==> src/rtl/wb_pkg.sv <==
// Shared types and default sizes for the writeback arbiter.
// Optional build macro honoured by wb_arbiter: WB_R0_DISCARD_EN.
package wb_pkg;

  localparam int WB_WIDTH  = 8;
  localparam int WB_DEPTH  = 16;
  localparam int WB_AW     = $clog2(WB_DEPTH);
  localparam int WB_QDEPTH = 2;

  typedef enum logic {
    WB_SRC_ALU = 1'b0,
    WB_SRC_LSU = 1'b1
  } wb_src_e;

  // Default-sized request; wb_arbiter re-declares it from its own parameters.
  typedef struct packed {
    logic [WB_AW-1:0]    addr;
    logic [WB_WIDTH-1:0] data;
  } wb_req_t;

  function automatic wb_src_e wb_other(input wb_src_e s);
    return (s == WB_SRC_ALU) ? WB_SRC_LSU : WB_SRC_ALU;
  endfunction

endpackage

==> src/rtl/wb_fifo.sv <==
// Small synchronous FIFO; exposes its storage and per-slot valid mask so the
// parent can search pending destinations.
module wb_fifo #(
  parameter int W      = 12,
  parameter int QDEPTH = 2
) (
  input  logic                       clk,
  input  logic                       rst,
  input  logic                       push,
  input  logic [W-1:0]               push_data,
  input  logic                       pop,
  output logic                       full,
  output logic                       empty,
  output logic [W-1:0]               head,
  output logic [QDEPTH-1:0][W-1:0]   entries,
  output logic [QDEPTH-1:0]          valid_mask
);

  localparam int PW = (QDEPTH > 1) ? $clog2(QDEPTH) : 1;
  localparam int CW = PW + 1;

  logic [PW-1:0]             wr_ptr;
  logic [PW-1:0]             rd_ptr;
  logic [CW-1:0]             count;
  logic [QDEPTH-1:0][W-1:0]  mem;
  logic                      do_push;
  logic                      do_pop;

  assign full    = (count == CW'(QDEPTH));
  assign empty   = (count == '0);
  assign do_push = push && !full;
  assign do_pop  = pop && !empty;
  assign head    = mem[rd_ptr];
  assign entries = mem;

  // Slot i is live when its distance from the read pointer is below count.
  for (genvar i = 0; i < QDEPTH; i++) begin : g_valid
    assign valid_mask[i] = ({1'b0, PW'(PW'(i) - rd_ptr)} < count);
  end

  always_ff @(posedge clk or posedge rst) begin
    if (rst) begin
      wr_ptr <= '0;
      rd_ptr <= '0;
      count  <= '0;
      mem    <= '0;
    end else begin
      if (do_push) begin
        mem[wr_ptr] <= push_data;
        wr_ptr      <= wr_ptr + PW'(1);
      end
      if (do_pop) begin
        rd_ptr <= rd_ptr + PW'(1);
      end
      case ({do_push, do_pop})
        2'b10:   count <= count + CW'(1);
        2'b01:   count <= count - CW'(1);
        default: count <= count;
      endcase
    end
  end

endmodule

==> src/rtl/wb_arbiter.sv <==
// Writeback arbiter: queues ALU and LSU results, round-robin grants one per
// cycle into a registered register-file write port. Macro: WB_R0_DISCARD_EN.
module wb_arbiter
  import wb_pkg::*;
#(
  parameter  int WIDTH  = WB_WIDTH,
  parameter  int DEPTH  = WB_DEPTH,
  parameter  int QDEPTH = WB_QDEPTH,
  localparam int AW     = $clog2(DEPTH)
) (
  input  logic              clk,
  input  logic              rst,
  input  logic              alu_valid,
  output logic              alu_ready,
  input  logic [AW-1:0]     alu_addr,
  input  logic [WIDTH-1:0]  alu_data,
  input  logic              lsu_valid,
  output logic              lsu_ready,
  input  logic [AW-1:0]     lsu_addr,
  input  logic [WIDTH-1:0]  lsu_data,
  output logic              wr_en,
  output logic [AW-1:0]     wr_addr,
  output logic [WIDTH-1:0]  wr_data,
  input  logic [AW-1:0]     sb_addr,
  output logic              sb_pending
);

  typedef struct packed {
    logic [AW-1:0]    addr;
    logic [WIDTH-1:0] data;
  } req_t;

  localparam int RW = $bits(req_t);

`ifdef WB_R0_DISCARD_EN
  localparam bit R0_DISCARD = 1'b1;
`else
  localparam bit R0_DISCARD = 1'b0;
`endif

  // Handshake: a result transfers on a rising edge where valid && ready;
  // ready means the source queue is not full and is forced low during reset.
  // Producers hold addr/data steady while valid && !ready.

  logic                     alu_full, alu_empty, lsu_full, lsu_empty;
  logic                     alu_push, lsu_push, alu_pop, lsu_pop;
  req_t                     alu_head, lsu_head, grant_req;
  req_t [QDEPTH-1:0]        alu_ent, lsu_ent;
  logic [QDEPTH-1:0]        alu_vm, lsu_vm;
  wb_src_e                  rr_q, rr_d;
  logic                     grant, wr_load;
  logic                     wr_en_q;
  logic [AW-1:0]            wr_addr_q;
  logic [WIDTH-1:0]         wr_data_q;

  assign alu_ready = !alu_full && !rst;
  assign lsu_ready = !lsu_full && !rst;
  assign alu_push  = alu_valid && alu_ready;
  assign lsu_push  = lsu_valid && lsu_ready;

  wb_fifo #(.W(RW), .QDEPTH(QDEPTH)) u_alu_q (
    .clk        (clk),
    .rst        (rst),
    .push       (alu_push),
    .push_data  ({alu_addr, alu_data}),
    .pop        (alu_pop),
    .full       (alu_full),
    .empty      (alu_empty),
    .head       (alu_head),
    .entries    (alu_ent),
    .valid_mask (alu_vm)
  );

  wb_fifo #(.W(RW), .QDEPTH(QDEPTH)) u_lsu_q (
    .clk        (clk),
    .rst        (rst),
    .push       (lsu_push),
    .push_data  ({lsu_addr, lsu_data}),
    .pop        (lsu_pop),
    .full       (lsu_full),
    .empty      (lsu_empty),
    .head       (lsu_head),
    .entries    (lsu_ent),
    .valid_mask (lsu_vm)
  );

  // A lone head always wins; the pointer then favours the other source.
  always_comb begin
    alu_pop   = 1'b0;
    lsu_pop   = 1'b0;
    rr_d      = rr_q;
    if (!alu_empty && (lsu_empty || rr_q == WB_SRC_ALU)) begin
      alu_pop = 1'b1;
      rr_d    = wb_other(WB_SRC_ALU);
    end else if (!lsu_empty) begin
      lsu_pop = 1'b1;
      rr_d    = wb_other(WB_SRC_LSU);
    end
    grant     = alu_pop || lsu_pop;
    grant_req = lsu_pop ? lsu_head : alu_head;
    wr_load   = grant && (!R0_DISCARD || grant_req.addr != '0);
  end

  always_ff @(posedge clk or posedge rst) begin
    if (rst) begin
      rr_q      <= WB_SRC_ALU;
      wr_en_q   <= 1'b0;
      wr_addr_q <= '0;
      wr_data_q <= '0;
    end else begin
      rr_q    <= rr_d;
      wr_en_q <= wr_load;
      if (wr_load) begin
        wr_addr_q <= grant_req.addr;
        wr_data_q <= grant_req.data;
      end
    end
  end

  assign wr_en   = wr_en_q;
  assign wr_addr = wr_addr_q;
  assign wr_data = wr_data_q;

  // Discarded R0 entries never reach the file, so they never count as pending.
  always_comb begin
    sb_pending = wr_en_q && (wr_addr_q == sb_addr);
    for (int i = 0; i < QDEPTH; i++) begin
      if (alu_vm[i] && alu_ent[i].addr == sb_addr &&
          (!R0_DISCARD || alu_ent[i].addr != '0)) begin
        sb_pending = 1'b1;
      end
      if (lsu_vm[i] && lsu_ent[i].addr == sb_addr &&
          (!R0_DISCARD || lsu_ent[i].addr != '0)) begin
        sb_pending = 1'b1;
      end
    end
  end

endmodule
==> config.mk <==
export PLATFORM = sky130hd
export DESIGN_NAME = wb_arbiter
export DESIGN_NICKNAME = d
export VERILOG_FILES = /design/src/rtl/wb_pkg.sv /design/src/rtl/wb_fifo.sv /design/src/rtl/wb_arbiter.sv
export SDC_FILE = /design/constraint.sdc
export NUM_CORES = 1
export LEC_CHECK = 0
export ABC_AREA = 1
export BUFFER_PORTS_ARGS = -buffer_cell sky130_fd_sc_hd__buf_2
export CORE_ASPECT_RATIO = 0.75
export CORE_UTILIZATION = 44
export DETAILED_ROUTE_END_ITERATION = 8
export HOLD_SLACK_MARGIN = 0.15
export PLACE_DENSITY_LB_ADDON = 0.08
export SLEW_MARGIN = 20
export SYNTH_ARGS = -nofsm -noshare
export SYNTH_HDL_FRONTEND = slang
export SYNTH_SLANG_ARGS = --single-unit
==> constraint.sdc <==
create_clock -name clk -period 5.3 [get_ports clk]
set_input_delay 1.06 -clock clk [delete_from_list [all_inputs] [get_ports clk]]
set_output_delay 1.06 -clock clk [all_outputs]
set_load 0.01 [all_outputs]
== Yosys cells after proc, flatten, opt, wreduce, memory -nomap -nowiden ==
Index checks and enable logic that the tools add are counted.
Storage, ports and cells
  register bits after elaboration: 70
  input port bits: 32
  output and inout port bits: 16
  word-level logic and storage cells: 98
Cells by class
  $add $sub $neg: 12
  $lt $le $gt $ge: 10
  equal/unequal tests: 12
  muxes and demuxes: 22
  bitwise logic cells: 1
  reduce and logical (&&, ||, !) cells: 27
Operator list (number)
  $mux W12: 7
  $bwmux W24: 2
  $demux W12 S1: 2
  $eq A4 B4 Y1: 5
  $logic_and A1 B1 Y1: 16
  $mux W1: 9
  $eq A2 B2 Y1 const B: 4
  $lt A1 B2 Y1: 4
  $lt A1 B2 Y1 const B: 4
  $pmux W2 S2: 2
  $logic_not A1 Y1: 5
  $add A1 B1 Y1 const B: 4
  $add A2 B1 Y2 const B: 2
  $eq A2 B1 Y1 const B: 2
  $logic_not A2 Y1: 2
  $reduce_bool A2 Y1: 2
  $sub A1 B1 Y1 const A: 4
  $sub A2 B1 Y2 const B: 2
  $ge A1 B1 Y1 const B: 2
  $logic_or A1 B1 Y1: 2
  $ne A2 B1 Y1 const B: 1
  $not A1 Y1: 1

== Depth between registers and ports, before layout ==
  depth in word-level cells: 7
  mapped depth: 10

== Hierarchy ==
From an unflattened synthesis, not the netlist that was laid out.
Unflattened totals
  cell total of the unflattened synthesis: 505
  area, all modules: 3895.0 µm²
By module, submodules not included
  wb_fifo at u_lsu_q: times used 1, cells an instance 177, area an instance 1473.9 µm², sequential area each 700.7 µm²
  wb_fifo at u_alu_q: times used 1, cells an instance 177, area an instance 1471.4 µm², sequential area each 700.7 µm²
  wb_arbiter: times used 1, cells an instance 151, area an instance 949.7 µm², sequential area each 350.3 µm²

== Least setup slack after synthesis ==
Ideal clock, no wire load.
  kind: input to output
  from: input sb_addr[2]
  to: output sb_pending
  arrival time: 1.797 ns
  required time: 4.240 ns
  slack: 2.443 ns
  stages on the path: 9
  buffers on the path: 1
  cells stage by stage: clkbuf_1 inv_1 nand2_1 o21ai_0 inv_1 nand3_1 nor2_1 nor2_1 nand2_1
On the way
  cells in the longest elaborated chain, start to end: 6
  elaborated cells between the ends (all ways): 14
  classes of those cells: eq/ne (5); mux (4); reduce/logical (5)
RTL lines
  from (decl): RTL line wb_arbiter.sv:24  | input logic [AW-1:0] sb_addr,
  $eq A4 B4 Y1 (on tied branches): RTL line wb_arbiter.sv:126, wb_arbiter.sv:128
  $logic_and A1 B1 Y1 (on tied branches): RTL line wb_arbiter.sv:126, wb_arbiter.sv:128
  $mux W1: RTL line wb_arbiter.sv:128  | if (alu_vm[i] && alu_ent[i].addr == sb_addr &&
  $mux W1: RTL line wb_arbiter.sv:132  | if (lsu_vm[i] && lsu_ent[i].addr == sb_addr &&
  $mux W1: RTL line wb_arbiter.sv:128
  $mux W1 *: RTL line wb_arbiter.sv:132
  to (decl): RTL line wb_arbiter.sv:25  | output logic sb_pending
Mark *: on every way between the ends. The rest lies on a longest branch, timed or not.

== Worst setup path after layout ==
  from: register u_alu_q.rd_ptr
  to: output sb_pending
On the way
  cells in the longest elaborated chain, start to end: 7
  elaborated cells between the ends (all ways): 10
  classes of those cells: add/sub (2); order compare (2); mux (4); reduce/logical (2)
RTL lines
  from (decl): RTL line wb_fifo.sv:23  | logic [PW-1:0] rd_ptr;
  from (signal assigned): RTL line wb_fifo.sv:53  | rd_ptr <= rd_ptr + PW'(1);
  $sub A1 B1 Y1: RTL line wb_fifo.sv:38  | assign valid_mask[i] = ({1'b0, PW'(PW'(i) - rd_ptr)} < count);
  $lt A1 B2 Y1: RTL line wb_fifo.sv:38
  $logic_and A1 B1 Y1: RTL line wb_arbiter.sv:128
  $mux W1: RTL line wb_arbiter.sv:128
  $mux W1: RTL line wb_arbiter.sv:132
  $mux W1 *: RTL line wb_arbiter.sv:128
  $mux W1 *: RTL line wb_arbiter.sv:132
Marks and branches as above.

==> results <==
- The number of different library cells used by synthesis comes to 23.
- The clock passes through at most 2 buffers.
- After synthesis, the largest family of logic cells by area is simple AND/OR/NAND/NOR gates.
- After clock tree synthesis, the flow added hold-fix buffers numbering 0.
- The number of enable flip-flop cells after synthesis is 0.
- The detailed-route wire length is 7650 µm.
- The post-route cell area is 3950 µm².
- After synthesis the cells add up to 3500 µm².
- The number of placed I/O pins is 48.
- The clock root buffer is sky130_fd_sc_hd__clkbuf_8.
- The area share of xor/xnor cells in the synthesized design is 0.0325.
- The minimum clock period after layout is 3.14 ns.
- The path type of the worst min-delay path is reg -> reg.
- The first-pass GRT wire length is 12600 µm.
- The start-to-end type of the worst setup path is reg -> out.
- The area growth from synthesis to layout is 12.7%.
- For the pin with the worst max-slew slack, the measured transition is 0.993 ns.
- The share of synthesized registers carrying an async set or reset is 1.00.
- The endpoint type of the worst setup path is a primary output.
- After clock tree synthesis, the setup repair step added 0 buffers.
- The largest net degree at the start of global routing is 47.
- Summed over all failing endpoints, the final setup total negative slack is 0 ns.
- The detailed router's first-iteration violation count is 213.
- Max-cap violations in this run came to 0.
- In the layout the commonest cells are 154 x sky130_fd_sc_hd__nand2_1, 70 x sky130_fd_sc_hd__dfrtp_1, 47 x sky130_fd_sc_hd__inv_1, 47 x sky130_fd_sc_hd__buf_2, 35 x sky130_fd_sc_hd__o21ai_0.
- The most common library cell in the layout ignoring fill and taps is sky130_fd_sc_hd__nand2_1.
- The sequential cell area fraction in the yosys report is 0.500.
- VDD sags by at most 0.315 mV.
- The number of clock buffers added by TritonCTS is 9.
- Synthesis produced a netlist with a net count of 475.
- After floorplanning, the core was divided into 27 placement rows.
- After detailed placement, the total cell area comes to 3760 µm².
- 0 antenna diodes ended up in the layout.
- The clock net in this run drives a total of 70 sinks.
- The number of global-route vias before repair came to 2585.
- In this run the horizontal extent of the chip is 105 µm.
- Summed over all nets, the half-perimeter wirelength after detailed placement is 5350 µm.
- The die covers 8320 µm².
- In this run, synthesis produced a sequential element count of 70.
- The data arrival time of the critical path is 2.08 ns.
- Routability-driven placement finished with a final weighted congestion of 0.837.
- The Yosys step of the flow raised 0 warnings.
- In this run the power density over the cells is 609 nW/µm².
- The insertion delay to the later sink of the worst-skew pair is 0.35 ns.
- TritonCTS built the clock tree.
- STA classifies the critical path startpoint as a register.
- Buffers placed on the I/O ports in this run total 47.
- The required time reported for the critical path endpoint is 4.24 ns.
- Of the cells placed in the final design, the portion with a size suffix greater than 1 is 0.193.
- Of the total synthesized cell area, the portion taken by full adders, half adders and majority gates is 0.00715.
- For this run the aggregate overflow at the end of global routing stands at 0.
- Setup repair after global routing left no endpoint under its margin.
- The number of nets in the layout is 516.
- The clock-pin slew of the registers on the worst-case setup and hold paths is 0.07 ns.
- After detailed routing, the number of remaining DRC violations is 0.
- The length of the first detailed-routing pass in iterations is 4.
- The worst pin sits at a relative slew slack of 0.338.
- Dividing the detail-routed wire length by the instance count gives 13.0 µm.
- The most used flip-flop cell after synthesis is sky130_fd_sc_hd__dfrtp_1.
- The detailed-route vias per instance is 4.82.
- After technology mapping, the gate count stands at 441.
- For the final database, setup skew stands at 0.00718 ns.
- The complex-gate fraction of the synthesized area is 0.162.
- The number of gates given a new drive strength after cts is 0.
- Measured along the y axis, the die boundary spans 79.3 µm.
- The floorplan step defined a core boundary enclosing 7530 µm².
- The initial antenna violation count was 0.
- Of the total synthesized cell area, the portion taken by AND, OR, NAND and NOR gates is 0.212.
- The max-slew violation total from the final report is 0.
- The count of endpoints failing hold in the final timing report is 0.
- The filler cell count is 765.
- The total number of vias is 2832.
- The run finished with clean final reports.
- Setup violations remaining at the end of the flow were counted as 0.
- The highest achievable clock rate is 319 MHz.
- Of the post-synthesis cell area, the part taken by muxes is 0.
- The number of levels the H-tree was split into is 3.
- In this run the worst path has a maximum fanout of 16.
- The final worst-path cycle share is 0.592.
- For this run, the total global-route usage over all layers was measured as 0.201.
- The analysis attributes to cell leakage a power of 2.09 nW.
- The count of antenna-violating nets left after detailed routing is 0.
- The average cell area after synthesis is 7.94 µm².
- For this configuration, the core starts out at a cell density of 0.465.
[cell type report]
class                      instances  area (µm²)  share of cell area
clock buffer                      10         128              0.0323
multi-input combinational        300        1450               0.367
timing repair buffer              49         258              0.0653
tap                              101         126              0.0320
clock inverter                     6        38.8             0.00983
sequential                        70        1750               0.444
inverter                          52         195              0.0495
[logic make-up (layout without fill, tap and decap cells)]
kind of cell / after synthesis / in the layout
adders and majority gates: 2 / 2
xor gates and xnor gates: 13 / 13
and+or+nand+nor: 192 / 192
buffers and inverters: 71 / 117
DFF: 70 / 70
AOI/OAI and AO/OA: 93 / 93
[routing by layer]
metal  up-vias  part of all wire  global-route usage
met5         -                 0                   0
met4         0             0.013              0.0690
met3         8             0.050              0.0550
met2        74              0.44               0.301
met1      1296              0.49               0.280
li1       1454                 -                   -
[critical path, cell delays in order, from the launching register on]
cell,delay (ns)
sky130_fd_sc_hd__dfrtp_1,0.70
sky130_fd_sc_hd__inv_1,0.36
sky130_fd_sc_hd__o21ai_0,0.24
sky130_fd_sc_hd__nand2_1,0.08
sky130_fd_sc_hd__nor2_1,0.10
sky130_fd_sc_hd__nor2_1,0.05
sky130_fd_sc_hd__nand2_1,0.07
sky130_fd_sc_hd__buf_2,0.13
[metrics by stage]
step	power (mW)	hold WS (ns)	utilization	instances	setup slack, ns
final	2.40	0.485	0.524	588	2.16
after global routing	2.64	0.511	0.524	588	1.95
after CTS	2.43	0.487	0.522	587	2.10
after detailed placement	2.04	0.468	0.500	571	2.33
after global placement	2.02	0.468	0.500	571	2.36
after floorplan	1.76	0.453	-	441	2.44
[state kept, by name, indices dropped and copies added (netlist names)]
name             count
u_lsu_q.rd_ptr       1
u_alu_q.count        2
wr_data              8
wr_addr              4
wr_en                1
u_alu_q.entries     24
u_lsu_q.entries     24
u_alu_q.wr_ptr       1
u_alu_q.rd_ptr       1
u_lsu_q.wr_ptr       1
u_lsu_q.count        2
rr_q                 1
[final timing paths]
kind	from	to	slack (ns)	cells past startpoint
max reg2reg	u_lsu_q.count[0]	u_lsu_q.count[1]	2.44	8
max	u_alu_q.rd_ptr	sb_pending	2.16	7
max in group asynchronous	rst	wr_data[2]	3.44	3
min	u_alu_q.entries[6]	u_alu_q.entries[6]	0.48	2
min reg2reg	u_alu_q.entries[6]	u_alu_q.entries[6]	0.48	2
min in group asynchronous	rst	u_alu_q.count[1]	0.96	2
[cell usage after synthesis (all sizes together), types with 4 or more instances]
| cell | instances | area, µm² |
|---|---|---|
| nand2 | 156 | 591 |
| nand3 | 8 | 40.0 |
| xor2 | 4 | 35.0 |
| xnor2 | 9 | 78.8 |
| inv | 52 | 195 |
| a21oi | 13 | 80.1 |
| dfrtp | 70 | 1750 |
| o21ai | 77 | 464 |
| nor2 | 25 | 93.8 |
| buf | 7 | 60.1 |
| clkbuf | 12 | 45.0 |
[power by group]
group          switching [mW]  total, mW  leakage [nW]  internal [mW]
registers               0.215       1.01         0.861          0.798
logic                   0.612       1.02          1.15          0.403
clock network           0.206      0.373        0.0820          0.168
(Power assumes the default switching activity.)
